`src/rtl/arb_iwrr_weight_tracker_pkg.sv`:
```
// Shared IWRR arbiter definitions: zero-weight handling and
// saturating counter limits, reused by every IWRR stage.
package arb_iwrr_weight_tracker_pkg;

    // A programmed weight of zero still earns one grant per round.
    localparam int unsigned ZERO_WEIGHT_EW = 1;

    function automatic int unsigned cnt_sat_max(input int unsigned w);
        return (32'd1 << w) - 32'd1;
    endfunction

endpackage

```
`src/rtl/arb_weight_counter.sv`:
```
// Per-requester grant counter for the IWRR weight tracker.
// Saturates at all-ones; load1 opens a new round with this grant.
module arb_weight_counter
    import arb_iwrr_weight_tracker_pkg::*;
#(
    parameter int P_WEIGHT_W = 4
) (
    input  logic                  clk,
    input  logic                  rst_n,
    input  logic                  clr,
    input  logic                  load1,
    input  logic                  inc,
    input  logic [P_WEIGHT_W-1:0] ew,
    output logic [P_WEIGHT_W-1:0] cnt,
    output logic                  completed
);

    localparam logic [P_WEIGHT_W-1:0] CNT_MAX =
        P_WEIGHT_W'(cnt_sat_max(P_WEIGHT_W));
    localparam logic [P_WEIGHT_W-1:0] CNT_ONE = P_WEIGHT_W'(1);

    always_ff @(posedge clk or negedge rst_n) begin
        if (!rst_n) begin
            cnt <= '0;
        end else if (load1) begin
            cnt <= CNT_ONE;
        end else if (clr) begin
            cnt <= '0;
        end else if (inc && (cnt != CNT_MAX)) begin
            cnt <= cnt + CNT_ONE;
        end
    end

    assign completed = (cnt >= ew);

endmodule

```
`src/rtl/arb_iwrr_weight_tracker.sv`:
```
// IWRR weight accounting: counts accepted grants per requester,
// flags exhausted weights and closes rounds.
module arb_iwrr_weight_tracker
    import arb_iwrr_weight_tracker_pkg::*;
#(
    parameter int P_REQUESTER_NUM = 3,
    parameter int P_WEIGHT_W      = 4
) (
    input  logic                                  clk,
    input  logic                                  rst_n,
    input  logic [P_REQUESTER_NUM-1:0]            request,
    input  logic [P_REQUESTER_NUM*P_WEIGHT_W-1:0] weight,
    input  logic [P_REQUESTER_NUM-1:0]            grant,
    input  logic                                  grant_accept,
    output logic [P_REQUESTER_NUM-1:0]            request_weight_completed,
    output logic                                  round_done
);

    localparam int NW = P_REQUESTER_NUM * P_WEIGHT_W;

    logic [P_REQUESTER_NUM-1:0] pending;
    logic [NW-1:0]              cnt_flat;
    logic                       accept;
    logic                       round_close;
    logic                       idle_clr;
    logic                       clr_all;

    assign accept      = grant_accept & (|grant);
    assign pending     = request & ~request_weight_completed;
    assign round_close = accept & ~(|pending);
    // Skip the idle clear when every counter is already zero.
    assign idle_clr    = ~(|request) & ~accept & (|cnt_flat);
    assign clr_all     = round_close | idle_clr;

    for (genvar i = 0; i < P_REQUESTER_NUM; i++) begin : g_req
        logic [P_WEIGHT_W-1:0] w_i;
        logic [P_WEIGHT_W-1:0] ew_i;

        assign w_i  = weight[i*P_WEIGHT_W +: P_WEIGHT_W];
        assign ew_i = (w_i == '0) ? P_WEIGHT_W'(ZERO_WEIGHT_EW) : w_i;

        arb_weight_counter #(
            .P_WEIGHT_W (P_WEIGHT_W)
        ) u_cnt (
            .clk       (clk),
            .rst_n     (rst_n),
            .clr       (clr_all),
            .load1     (round_close & grant[i]),
            .inc       (accept & ~round_close & grant[i]),
            .ew        (ew_i),
            .cnt       (cnt_flat[i*P_WEIGHT_W +: P_WEIGHT_W]),
            .completed (request_weight_completed[i])
        );
    end

    always_ff @(posedge clk or negedge rst_n) begin
        if (!rst_n) begin
            round_done <= 1'b0;
        end else begin
            round_done <= round_close;
        end
    end

endmodule

```
`config.mk`:
```
export PLATFORM = sky130hd
export DESIGN_NAME = arb_iwrr_weight_tracker
export DESIGN_NICKNAME = d
export VERILOG_FILES = /design/src/rtl/arb_iwrr_weight_tracker_pkg.sv /design/src/rtl/arb_weight_counter.sv /design/src/rtl/arb_iwrr_weight_tracker.sv
export SDC_FILE = /design/constraint.sdc
export NUM_CORES = 1
export LEC_CHECK = 0
export BUFFER_PORTS_ARGS = -buffer_cell sky130_fd_sc_hd__buf_4
export CORE_MARGIN = 4
export CORE_UTILIZATION = 32
export CTS_CLUSTER_DIAMETER = 60
export DETAILED_ROUTE_END_ITERATION = 10
export PLACE_DENSITY = 0.65
export SETUP_SLACK_MARGIN = 0.3
export SYNTH_ARGS = -nofsm -noshare
export SYNTH_HDL_FRONTEND = slang
export SYNTH_SLANG_ARGS = --single-unit
```
`constraint.sdc`:
```
create_clock -name clk -period 2.14 [get_ports clk]
set_input_delay 0.321 -clock clk [delete_from_list [all_inputs] [get_ports clk]]
set_output_delay 0.321 -clock clk [all_outputs]
set_load 0.01 [all_outputs]
```
======== Word-level counts from Yosys, hierarchy flattened ========
Cells that the tools add are included.
word-level totals
  bits in registers ....................... 13
  latch bits .............................. 0
  memory bits (writable) .................. 0
  ROM bits ................................ 0
  input bits .............................. 21
  output and inout port bits .............. 4
  word-level logic and storage cells ...... 56
  memories kept ........................... 0
cells by class
  add/subtract/negate cells ............... 3
  multipliers ............................. 0
  div/mod/pow operators ................... 0
  magnitude comparators ................... 3
  eq/ne operators ......................... 3
  shifts and indexed selects .............. 0
  muxes and demuxes ....................... 12
  bitwise gates (word level) .............. 18
  reduce and logical (&&, ||, !) cells .... 13
operator list
  cell                                          count
  two-way mux 4 bit                             12
  adder 4 x 1 -> 4 bit (second input constant)  3
  greater-or-equal comparator 4 bit             3
  zero test 4 bit                               3
  != test 4 bit (second input constant)         3
  OR reduction 12 bit                           1
  bitwise AND 1 bit                             11
  nonzero test 3 bit                            3
  OR reduction 3 bit                            3
  NOT 1 bit                                     4
  bitwise AND 3 bit                             1
  logical AND 1 bit                             3
  NOT 3 bit                                     1
  bitwise OR 1 bit                              1

======== Longest topological paths before layout ========
Gate-level depths: netlist of the first run.
  depth after elaboration ................. 15
  depth in mapped cells ................... 10
  depth with buffers taken out ............ 9

======== By module ========
Synthesis of the first run repeated with hierarchy kept, for this count alone.
second synthesis, totals
  cells, all modules ...................... 140
  area, all modules ....................... 1162.4 um2
by module, submodules not included
  module                   times used  cells each  area each (um2)  sequential area each (um2)
  arb_weight_counter       3           35          310.3            100.1
  arb_iwrr_weight_tracker  1           35          231.5            25.0

======== Worst setup path after synthesis of the first run ========
No wires, ideal clock.
  path kind ............................... input port to flip-flop
  start point ............................. input weight[10]
  end point ............................... register g_req[0].u_cnt.cnt[0]
  library setup time ...................... 0.123 ns
  arrival time ............................ 2.244 ns
  required time ........................... 2.017 ns
  slack ................................... -0.227 ns
  cell stages on the path ................. 9
  buffers on the path ..................... 0
  path through ............................ inv_1 -> a31o_2 -> ha_1 -> nand2b_4 -> a2111oi_4 -> o31ai_1 -> o211ai_2 -> mux2_2 -> o221a_2
on the way
  word-level cells in the longest chain between the ends .. 13
  elaborated cells between the ends (all ways) .. 17
  those cells by class .................... order compare: 1; mux: 3; bitwise: 9; reduce/logical: 4
RTL lines
  element                              RTL line                       text
  start: declaration                   arb_iwrr_weight_tracker.sv:12  input logic [P_REQUESTER_NUM*P_WEIGHT_W-1:0] weight,
  zero test 4 bit                      arb_iwrr_weight_tracker.sv:40  assign ew_i = (w_i == '0) ? P_WEIGHT_W'(ZERO_WEIGHT_EW) : w_i;
  two-way mux 4 bit *                  arb_iwrr_weight_tracker.sv:40
  greater-or-equal comparator 4 bit *  arb_weight_counter.sv:34       assign completed = (cnt >= ew);
  NOT 3 bit *                          arb_iwrr_weight_tracker.sv:29  assign pending = request & ~request_weight_completed;
  bitwise AND 3 bit *                  arb_iwrr_weight_tracker.sv:29
  OR reduction 3 bit *                 arb_iwrr_weight_tracker.sv:30  assign round_close = accept & ~(|pending);
  NOT 1 bit *                          arb_iwrr_weight_tracker.sv:30
  bitwise AND 1 bit *                  arb_iwrr_weight_tracker.sv:30
  NOT 1 bit                            arb_iwrr_weight_tracker.sv:49  .inc (accept & ~round_close & grant[i]),
  bitwise AND 1 bit (2 in series)      arb_iwrr_weight_tracker.sv:49
  logical AND 1 bit                    arb_weight_counter.sv:29       end else if (inc && (cnt != CNT_MAX)) begin
  nonzero test 3 bit (no source line)  --
  end signal: assignment               arb_weight_counter.sv:30       cnt <= cnt + CNT_ONE;
  end: declaration                     arb_weight_counter.sv:14       output logic [P_WEIGHT_W-1:0] cnt,
Mark *: on every way between the ends. The rest lies on a longest branch, timed or not.
A chain may end at the register's enable or synchronous reset.

======== Worst setup path in the final report of the first run ========
  start point ............................. register g_req[2].u_cnt.cnt[0]
  end point ............................... register g_req[0].u_cnt.cnt[2]
on the way
  word-level cells in the longest chain between the ends .. 11
  elaborated cells between the ends (all ways) .. 17
  those cells by class .................... order compare: 1; mux: 2; bitwise: 10; reduce/logical: 4
RTL lines
  element                              RTL line
  start: declaration                   arb_weight_counter.sv:14
  start signal: assignment             arb_weight_counter.sv:30
  greater-or-equal comparator 4 bit    arb_weight_counter.sv:34
  NOT 3 bit                            arb_iwrr_weight_tracker.sv:29
  bitwise AND 3 bit                    arb_iwrr_weight_tracker.sv:29
  OR reduction 3 bit                   arb_iwrr_weight_tracker.sv:30
  NOT 1 bit                            arb_iwrr_weight_tracker.sv:30
  bitwise AND 1 bit                    arb_iwrr_weight_tracker.sv:30
  NOT 1 bit                            arb_iwrr_weight_tracker.sv:49
  bitwise AND 1 bit (2 in series)      arb_iwrr_weight_tracker.sv:49
  logical AND 1 bit                    arb_weight_counter.sv:29
  nonzero test 3 bit (no source line)  --
Several ways; a longest one is shown, not always the timed one.

==> results.ini, run 1 <==
[die]
die_w_um = 70.5
num_rows = 22
die_y_um = 70.5
dieArea_um2 = 4970
io_pins = 25
core_um2 = 3720
start_util = 0.336

[worst_setup_path]
end_kind = flip-flop
crit_type = reg2reg
startpoint_type = flip-flop
cp_data_required_time_ns = 2.32
cp_max_fo = 7
crit_arrival_ns = 2.44

[timing]
grt_setup_unrepaired = yes
setup_slack_ns = -0.117
worst_pin_slew_ns = 0.476
fin_crit_sh = 1.05
min_period_ns = 2.26
skew_ns = 0.00518
slew_viol_final = 0
fmax_mhz = 443
setup_viol = 7
finalHoldViolCount = 0
max_slew_margin = 0.680

[power]
ir_drop_mv = 0.531
powerDensity_nw_per_um2 = 1050
total_power_w = 0.00227
leakagePower_nw = 1.00

[final_layout]
most-common-layout-cells = 61 x buf_4, 15 x ha_1, 13 x inv_1, 13 x dfrtp_1, 10 x buf_6
mostFrequentLayoutCell = buf_4
final_nets = 249
drive_above_1_share = 0.584
n_antenna_cell = 0
area_delta_synth_final_pct = 73.0
design_area_um2 = 2160

[clock_network]
cts_buffers = 3
cts.sinks = 13
insertion_delay_ns = 0.25
clkTransAtPathRegs_ns = 0.06
cts_tree = yes
clk_path_buf_depth = 2
cts_root_buf = clkbuf_8
htree_levels = 1

[logic_synthesis]
synthFlopType = dfrtp_1
yosys_warnings = 0
yosysSeqAreaShare = 0.260
synth-edff-count = 0
postSynth.asyncResetShare = 1.00
ys_ff_latch = 13
syn_inst = 137
syn_nets = 176
syn_area_um2 = 1250
synth.avg_cell_area_um2 = 9.12
synthDistinctLibCells = 41

[global_routing]
grtUsageTotal = 0.156
grt.overflow.total = 0
grt_start_max_net_pins = 14
grt_antenna_before_repair = 0
grt_pass1_wl_mm = 6.22
grt_pass1_vias = 1416

[outcome]
violations = setup timing
status = complete, but fails checks

[detailed_routing]
wl_mm = 3.77
wl_per_cell_um = 14.7
routed_via_density = 5.21
ant_nets = 0
drc = 0
vias = 1340
dr.pass1.iters = 4
drt_iter0_drc = 78

[placed_design]
io_buffers = 24
hpwl_mm = 2.84
place_congestion = 0.882
placed_area_um2 = 1830

[flow_run]
maxCapViolCount = 0

[worst_hold_path]
min_path_type = in2reg

-- layer usage --
metal / vias up / wire length (µm) / global-route usage
met2: 36 / 1960 / 0.278
met1: 647 / 1570 / 0.178
li1: 648 / - / -
met3: 9 / 128 / 0.0259
met5: - / 0 / 0
met4: 0 / 104 / 0.0809
-- cell families (layout without fill, tap and decap cells) --
| family | after synthesis | in the layout | synth area share |
|---|---|---|---|
| AO/OA/AOI/OAI | 41 | 41 | 0.281 |
| AND/OR/NAND/NOR | 36 | 36 | 0.166 |
| buffers and inverters | 26 | 98 | 0.0881 |
| adder cells (fa/ha/maj) | 18 | 18 | 0.180 |
| flip-flops | 13 | 13 | 0.260 |
| multiplexers | 2 | 2 | 0.0170 |
| XOR/XNOR | 1 | 1 | 0.00701 |
-- Yosys cell counts, drive strengths merged, types with 2 or more instances --
master / number / area, µm²
a31o: 3 / 26.3
nor2: 9 / 33.8
o31ai: 8 / 65.1
a2111oi: 2 / 55.1
dfrtp: 13 / 325
ha: 18 / 225
a21oi: 5 / 25.0
buf: 4 / 27.5
o211ai: 4 / 35.0
nor3: 3 / 15.0
o21ai: 9 / 52.6
nand3: 8 / 40.0
nand2b: 3 / 33.8
or4: 2 / 15.0
nand2: 4 / 15.0
inv: 22 / 82.6
-- path summary, 6_finish.rpt --
kind                                  startpoint                    end  slack, ns  cells past startpoint
max                        g_req[2].u_cnt.cnt[0]  g_req[0].u_cnt.cnt[2]      -0.12                      8
min in group asynchronous                  rst_n  g_req[1].u_cnt.cnt[3]       0.45                      2
min reg2reg                g_req[1].u_cnt.cnt[3]  g_req[1].u_cnt.cnt[3]       0.63                      2
min                                     grant[2]  g_req[2].u_cnt.cnt[0]       0.36                      2
max reg2reg                g_req[2].u_cnt.cnt[0]  g_req[0].u_cnt.cnt[2]      -0.12                      8
max in group asynchronous                  rst_n  g_req[2].u_cnt.cnt[1]       1.51                      2
-- final cells by class --
type | count | area [µm²]
Clock buffer | 4 | 45.0
Fill cell | 309 | 1550
Inverter | 22 | 92.6
Multi-Input combinational cell | 98 | 1060
Sequential cell | 13 | 325
Tap cell | 48 | 60.1
Timing Repair Buffer | 72 | 581
-- timing repair --
action / 4_1_cts / 5_1_grt
hold endpoints to repair: 13 / 0
pin swaps: 10 / 11
endpoints found under the setup margin: 16 / 16
resized for setup: 32 / 17
buffers inserted: 8 / 2
hold buffers: 1 / 0
-- worst max-delay path, cell delays in order, from the launching register on --
cell,delay [ns]
dfrtp_1,0.39
inv_2,0.09
ha_4,0.20
nand2b_4,0.14
a2111oi_4,0.42
o31ai_4,0.13
o211a_4,0.19
or4_4,0.49
a21oi_2,0.14
-- power breakdown --
part	switching (W)	internal, W
Combinational	0.000746	0.000896
Clock	0.000102	0.000132
Sequential	0.0000543	0.000335
Total	0.000903	0.00136
-- sequential cells by signal, indices dropped and copies added, names as in the netlist --
register,cells
round_done,1
g_req.u_cnt.cnt,12
-- metrics by stage --
stage	hold WS, ns	utilization	cells	setup slack (ns)	TNS [ns]
after floorplan	0.0254	-	137	-0.0587	-0.122
after global placement	0.183	0.492	242	-0.275	-2.18
after detailed placement	0.184	0.492	242	-0.343	-2.82
after CTS	0.355	0.557	255	-0.0883	-0.288
after global routing	0.353	0.582	257	-0.182	-0.972
final	0.358	0.582	257	-0.117	-0.374
Note: power is estimated with default switching activity, not from simulation.
==> inputs of run 2 (changes only) <==
Settings changed: PLACE_DENSITY 0.65 to 0.63.
Clock period 2.14 ns to 2.5 ns, I/O delays scaled along.
==> run 2 against run 1 <==
Compared with the run above:
- the run now ends clean
- worst hold slack better by 0.036 ns
- via count down 6.7%
- wire length decreased by 8.3%
- clock-buffer cell count is 1 lower
- clock power decreased by 18%
- combinational power shrank 43%
- sequential power increased by 3%
- clock skew decreased by 0.0014 ns
- worst setup slack better by 0.41 ns
- utilization fell by 10 points
- highest routed layer unchanged
==> results.ini, run 2 (synthesized netlist as in run 1, its figures left out) <==
[final_layout]
most-common-layout-cells = 36 x buf_4, 17 x inv_1, 16 x ha_1
seq_area_um2 = 329  ; +1.2%
top_register = g_req.u_cnt.cnt
nFillCells = 340  ; +10%
n_antenna_cell = 0  ; unchanged
postLayoutCoreUtil = 0.477  ; -0.105
area_delta_synth_final_pct = 41.8
multi_input_area_um2 = 942  ; -11%
final_nets = 216  ; -13%
drive_above_1_share = 0.432  ; -0.152
design_area_um2 = 1770  ; -18%
largest_register_ffs = 12  ; unchanged
reg_top3 = g_req.u_cnt.cnt (12), round_done (1)
mostFrequentLayoutCell = buf_4

[detailed_routing]
wl_per_cell_um = 15.4  ; +5.3%
drc = 0  ; unchanged
drt_iter0_drc = 97  ; +24%
dr.pass1.iters = 4  ; unchanged
routed_via_density = 5.58  ; +7.0%
vias = 1250  ; -6.7%
ant_nets = 0  ; unchanged
wl_mm = 3.46  ; -8.3%

[placed_design]
place_congestion = 0.861  ; -2.4%
io_buffers = 24  ; unchanged
placed_area_um2 = 1570  ; -14%
hpwl_mm = 2.58  ; -9.0%
pre_cts_ws_ns = -0.0491  ; +0.294 ns

[timing]
worst_pin_slew_ns = 0.412  ; -0.0645 ns
setup_slack_ns = 0.289  ; +0.406 ns
whs_ns = 0.394  ; +0.0357 ns
grt_setup_unrepaired = yes
slew_viol_final = 0  ; unchanged
setup_viol = 0  ; -7
skew_ns = 0.00378  ; -0.00140 ns
max_slew_margin = 0.723  ; +0.0433
fmax_mhz = 452  ; +2.1%
min_period_ns = 2.21  ; -0.0462 ns
fin_crit_sh = 0.884  ; -0.170
finalHoldViolCount = 0  ; unchanged

[clock_network]
cts_root_buf = clkbuf_8
insertion_delay_ns = 0.25  ; about the same
htree_levels = 1  ; unchanged
clkTransAtPathRegs_ns = 0.06  ; about the same
cts_buffers = 3  ; unchanged
clk_path_buf_depth = 2  ; unchanged
cts_tree = yes
cts.sinks = 13  ; unchanged

[die]
start_util = 0.336  ; unchanged
die_y_um = 70.5  ; unchanged
core_um2 = 3720  ; unchanged
num_rows = 22  ; unchanged
die_w_um = 70.5  ; unchanged
io_pins = 25  ; unchanged
dieArea_um2 = 4970  ; unchanged

[outcome]
status = complete, no violations

[worst_setup_path]
path_buf_inv = 2  ; +1
end_kind = flip-flop
cp_max_fo = 6  ; -1
cp_data_required_time_ns = 2.68  ; +0.36 ns
critPathMaxStageDelay_ns = 0.43  ; -0.06 ns
crit_arrival_ns = 2.39  ; -0.05 ns
path_delay_family = compound AO/OA/AOI/OAI gates
crit_type = reg2reg
cpMaxStageDelayCell = dfrtp_2
startpoint_type = flip-flop
crit_chain = inv_2, ha_4, nand2b_4, a2111oi_4, o21ai_2, o211a_4, buf_6, or3b_1, a21oi_1

[power]
ir_drop_mv = 0.326  ; -39%
powerDensity_nw_per_um2 = 866  ; -17%
leakagePower_nw = 0.814  ; -19%

[global_routing]
grtUsageTotal = 0.144  ; -0.0125
met2_usage = 0.269  ; -0.00832
top_usage_layer = met2
grt_start_max_net_pins = 14  ; unchanged
global_route.usage.met1 = 0.160  ; -0.0177
grt_antenna_before_repair = 0  ; unchanged
grt.overflow.total = 0  ; unchanged
grt_pass1_vias = 1243  ; -12%
use_met3 = 0.0302  ; +0.00432
grt_pass1_wl_mm = 5.69  ; -8.4%

[flow_run]
maxCapViolCount = 0  ; unchanged

[worst_hold_path]
min_path_type = in2reg

run 2: what timing repair did:
action	in CTS	in global routing
hold buffers	1	0
setup endpoints to repair	9	13
resized for setup	11	12
pin swaps	8	4
setup buffers	6	4
endpoints found under the hold margin	13	0
run 2: worst paths after layout:
check | start | end | slack [ns] | cells past startpoint
worst min register to register | g_req[1].u_cnt.cnt[0] | g_req[1].u_cnt.cnt[0] | 0.59 | 1
worst min-delay path | grant[2] | g_req[2].u_cnt.cnt[0] | 0.39 | 2
worst max-delay path | g_req[1].u_cnt.cnt[0] | g_req[0].u_cnt.cnt[1] | 0.29 | 9
worst max register to register | g_req[1].u_cnt.cnt[0] | g_req[0].u_cnt.cnt[1] | 0.29 | 9
max in group asynchronous | rst_n | g_req[1].u_cnt.cnt[0] | 1.81 | 2
min in group asynchronous | rst_n | g_req[0].u_cnt.cnt[1] | 0.51 | 2
run 2: layout make-up:
cell class / instances / share of cell area
clock buffer: 3 / 0.0233
clock inverter: 1 / 0.00282
tap: 48 / 0.0339
inverter: 22 / 0.0522
multi-input combinational: 98 / 0.531
timing repair buffer: 39 / 0.171
sequential: 13 / 0.186
run 2: worst register-to-register path, stage by stage, from the launching register on:
cell       delay [ns]
dfrtp_2          0.43
inv_2            0.09
ha_4             0.20
nand2b_4         0.14
a2111oi_4        0.33
o21ai_2          0.14
o211a_4          0.20
buf_6            0.13
or3b_1           0.34
a21oi_1          0.14
run 2: metal layers:
metal  vias up  share of wire
li1        584              -
met1       626           0.40
met2        32           0.53
met3         8          0.045
met4         0          0.020
met5         -              0
run 2: through the flow:
stage | total power, W | std cells | setup TNS [ns]
final | 0.00154 | 224 | 0
after global routing | 0.00167 | 224 | 0
after CTS | 0.00146 | 220 | 0
after detailed placement | 0.00116 | 209 | -0.0674
after global placement | 0.00113 | 209 | 0
after floorplan | 0.000971 | 137 | 0
run 2: power breakdown:
group          internal (W)  total, W  switching (W)
clock network      0.000110  0.000193      0.0000829
logic              0.000490  0.000940       0.000450
registers          0.000290  0.000402       0.000113
==> inputs of run 3 (changes only) <==
Settings changed: PLACE_DENSITY 0.63 to 0.65.
Clock period 2.5 ns to 2 ns, I/O delays scaled along.
==> run 3 against run 2 <==
Compared with the run above:
- the run now ends with setup timing left
- non-clock buffer count grew 38
- maximum frequency shrank 1.2%
- critical path depth fell by 1
- largest power group unchanged
==> results.ini, run 3 (synthesized netlist as in run 1, its figures left out) <==
[timing]
finalSetupTns_ns = -2.32  ; -2.32 ns
setup_viol = 13  ; +13
slew_viol_final = 0  ; unchanged
grt_setup_unrepaired = yes
max_slew_margin = 0.675  ; -0.0481
finalHoldViolCount = 0  ; unchanged
setup_slack_ns = -0.237  ; -0.526 ns
skew_ns = 0.00181  ; -0.00196 ns
fmax_mhz = 447  ; -1.2%
fin_crit_sh = 1.12  ; +0.234
worst_pin_slew_ns = 0.483  ; +0.0716 ns
whs_ns = 0.347  ; -0.0474 ns
min_period_ns = 2.24  ; +0.0262 ns

[global_routing]
grt_pass1_vias = 1431  ; +15%
grt.overflow.total = 0  ; unchanged
use_met3 = 0.0173  ; -0.0129
grt_antenna_before_repair = 0  ; unchanged
global_route.usage.met1 = 0.203  ; +0.0431
grtUsageTotal = 0.158  ; +0.0137
grt_start_max_net_pins = 14  ; unchanged
met2_usage = 0.275  ; +0.00624
grt_pass1_wl_mm = 6.45  ; +13%
top_usage_layer = met2

[final_layout]
final_nets = 255  ; +18%
reg_top3 = g_req.u_cnt.cnt (12), round_done (1)
largest_register_ffs = 12  ; unchanged
top_register = g_req.u_cnt.cnt
mostFrequentLayoutCell = buf_4
multi_input_area_um2 = 1070  ; +14%
postLayoutCoreUtil = 0.598  ; +0.121
design_area_um2 = 2220  ; +25%
drive_above_1_share = 0.591  ; +0.159
most-common-layout-cells = 66 x buf_4, 15 x ha_1, 13 x inv_1, 13 x dfrtp_1, 10 x buf_6
nFillCells = 303  ; -11%
seq_area_um2 = 325  ; -1.1%
n_antenna_cell = 0  ; unchanged
area_delta_synth_final_pct = 77.7

[detailed_routing]
wl_mm = 4.27  ; +24%
vias = 1395  ; +12%
routed_via_density = 5.30  ; -4.9%
dr.pass1.iters = 4  ; unchanged
wl_per_cell_um = 16.2  ; +5.3%
drc = 0  ; unchanged
ant_nets = 0  ; unchanged
drt_iter0_drc = 42  ; -57%

[placed_design]
io_buffers = 24  ; unchanged
place_congestion = 0.886  ; +2.9%
placed_area_um2 = 1840  ; +17%
hpwl_mm = 2.79  ; +8.3%

[die]
die_y_um = 70.5  ; unchanged
start_util = 0.336  ; unchanged
num_rows = 22  ; unchanged
die_w_um = 70.5  ; unchanged
dieArea_um2 = 4970  ; unchanged
io_pins = 25  ; unchanged
core_um2 = 3720  ; unchanged

[worst_setup_path]
cp_max_fo = 5  ; -1
end_kind = flip-flop
crit_type = reg2reg
startpoint_type = flip-flop
crit_arrival_ns = 2.42  ; +0.03 ns
cp_data_required_time_ns = 2.18  ; -0.50 ns

[power]
ir_drop_mv = 0.410  ; +26%
leakagePower_nw = 1.04  ; +27%
powerDensity_nw_per_um2 = 1130  ; +30%
total_power_w = 0.00250  ; +63%

[clock_network]
cts.sinks = 13  ; unchanged
cts_root_buf = clkbuf_8
clk_path_buf_depth = 2  ; unchanged
insertion_delay_ns = 0.25  ; about the same
htree_levels = 1  ; unchanged
cts_tree = yes
cts_buffers = 3  ; unchanged
clkTransAtPathRegs_ns = 0.06  ; about the same

[outcome]
violations = setup timing
status = complete, but fails checks

[flow_run]
maxCapViolCount = 0  ; unchanged

[worst_hold_path]
min_path_type = in2reg

-- run 3: cell types whose count changed in the layout (fill, tap and decap cells not counted), moves of 3 or more --
cell     before  now
dfrtp_1      10   13
inv_1        17   13
buf_6         2   10
buf_4        36   66
dfrtp_2       3    0
-- run 3: area by class of cell --
class,instances,area share
multi-input combinational,99,0.482
timing repair buffer,77,0.278
sequential,13,0.146
inverter,22,0.0462
tap,48,0.0270
clock buffer,4,0.0203
-- run 3: path summary, 6_finish.rpt --
kind                                        from                     to  slack, ns  cells past startpoint
setup / recovery           g_req[2].u_cnt.cnt[0]  g_req[0].u_cnt.cnt[2]      -0.24                      8
max in group asynchronous                  rst_n  g_req[2].u_cnt.cnt[2]       1.38                      2
min in group asynchronous                  rst_n  g_req[1].u_cnt.cnt[2]       0.45                      2
hold / removal                          grant[2]  g_req[2].u_cnt.cnt[0]       0.35                      2
hold reg to reg            g_req[1].u_cnt.cnt[3]  g_req[1].u_cnt.cnt[3]       0.67                      2
setup reg to reg           g_req[2].u_cnt.cnt[0]  g_req[0].u_cnt.cnt[2]      -0.24                      8
-- run 3: critical path, cell delays in order (launching register included) --
cell and delay [ns]:
dfrtp_1 0.38, inv_2 0.09, ha_4 0.19, nand2b_4 0.14, a2111oi_4 0.40, o31ai_4 0.17
o211a_4 0.19, or4_4 0.49, a21oi_2 0.12
-- run 3: per-stage QoR --
stage | setup WS, ns | instances
global route | -0.311 | 263
floorplan | -0.177 | 137
global placement | -0.400 | 241
finish | -0.237 | 263
detailed placement | -0.457 | 241
CTS | -0.209 | 258
-- run 3: power breakdown --
part / internal [W] / leakage, nW / switching (W) / total [W]
clock: 0.000141 / 0.0228 / 0.000105 / 0.000246
sequential: 0.000358 / 0.171 / 0.0000600 / 0.000418
combinational: 0.000999 / 0.843 / 0.000841 / 0.00184
-- run 3: repair_timing --
item | CTS | global route
endpoints found under the setup margin | 16 | 16
resized for setup | 25 | 16
hold buffers | 1 | 0
setup buffers | 11 | 5
gates cloned | 1 | 0
pin swaps | 8 | 5
endpoints found under the hold margin | 13 | 0
-- run 3: per-layer routing --
layer / vias up / wire [µm]
met2: 44 / 2300
met1: 679 / 1750
met3: 9 / 147
li1: 663 / -
met5: - / 0
met4: 0 / 68
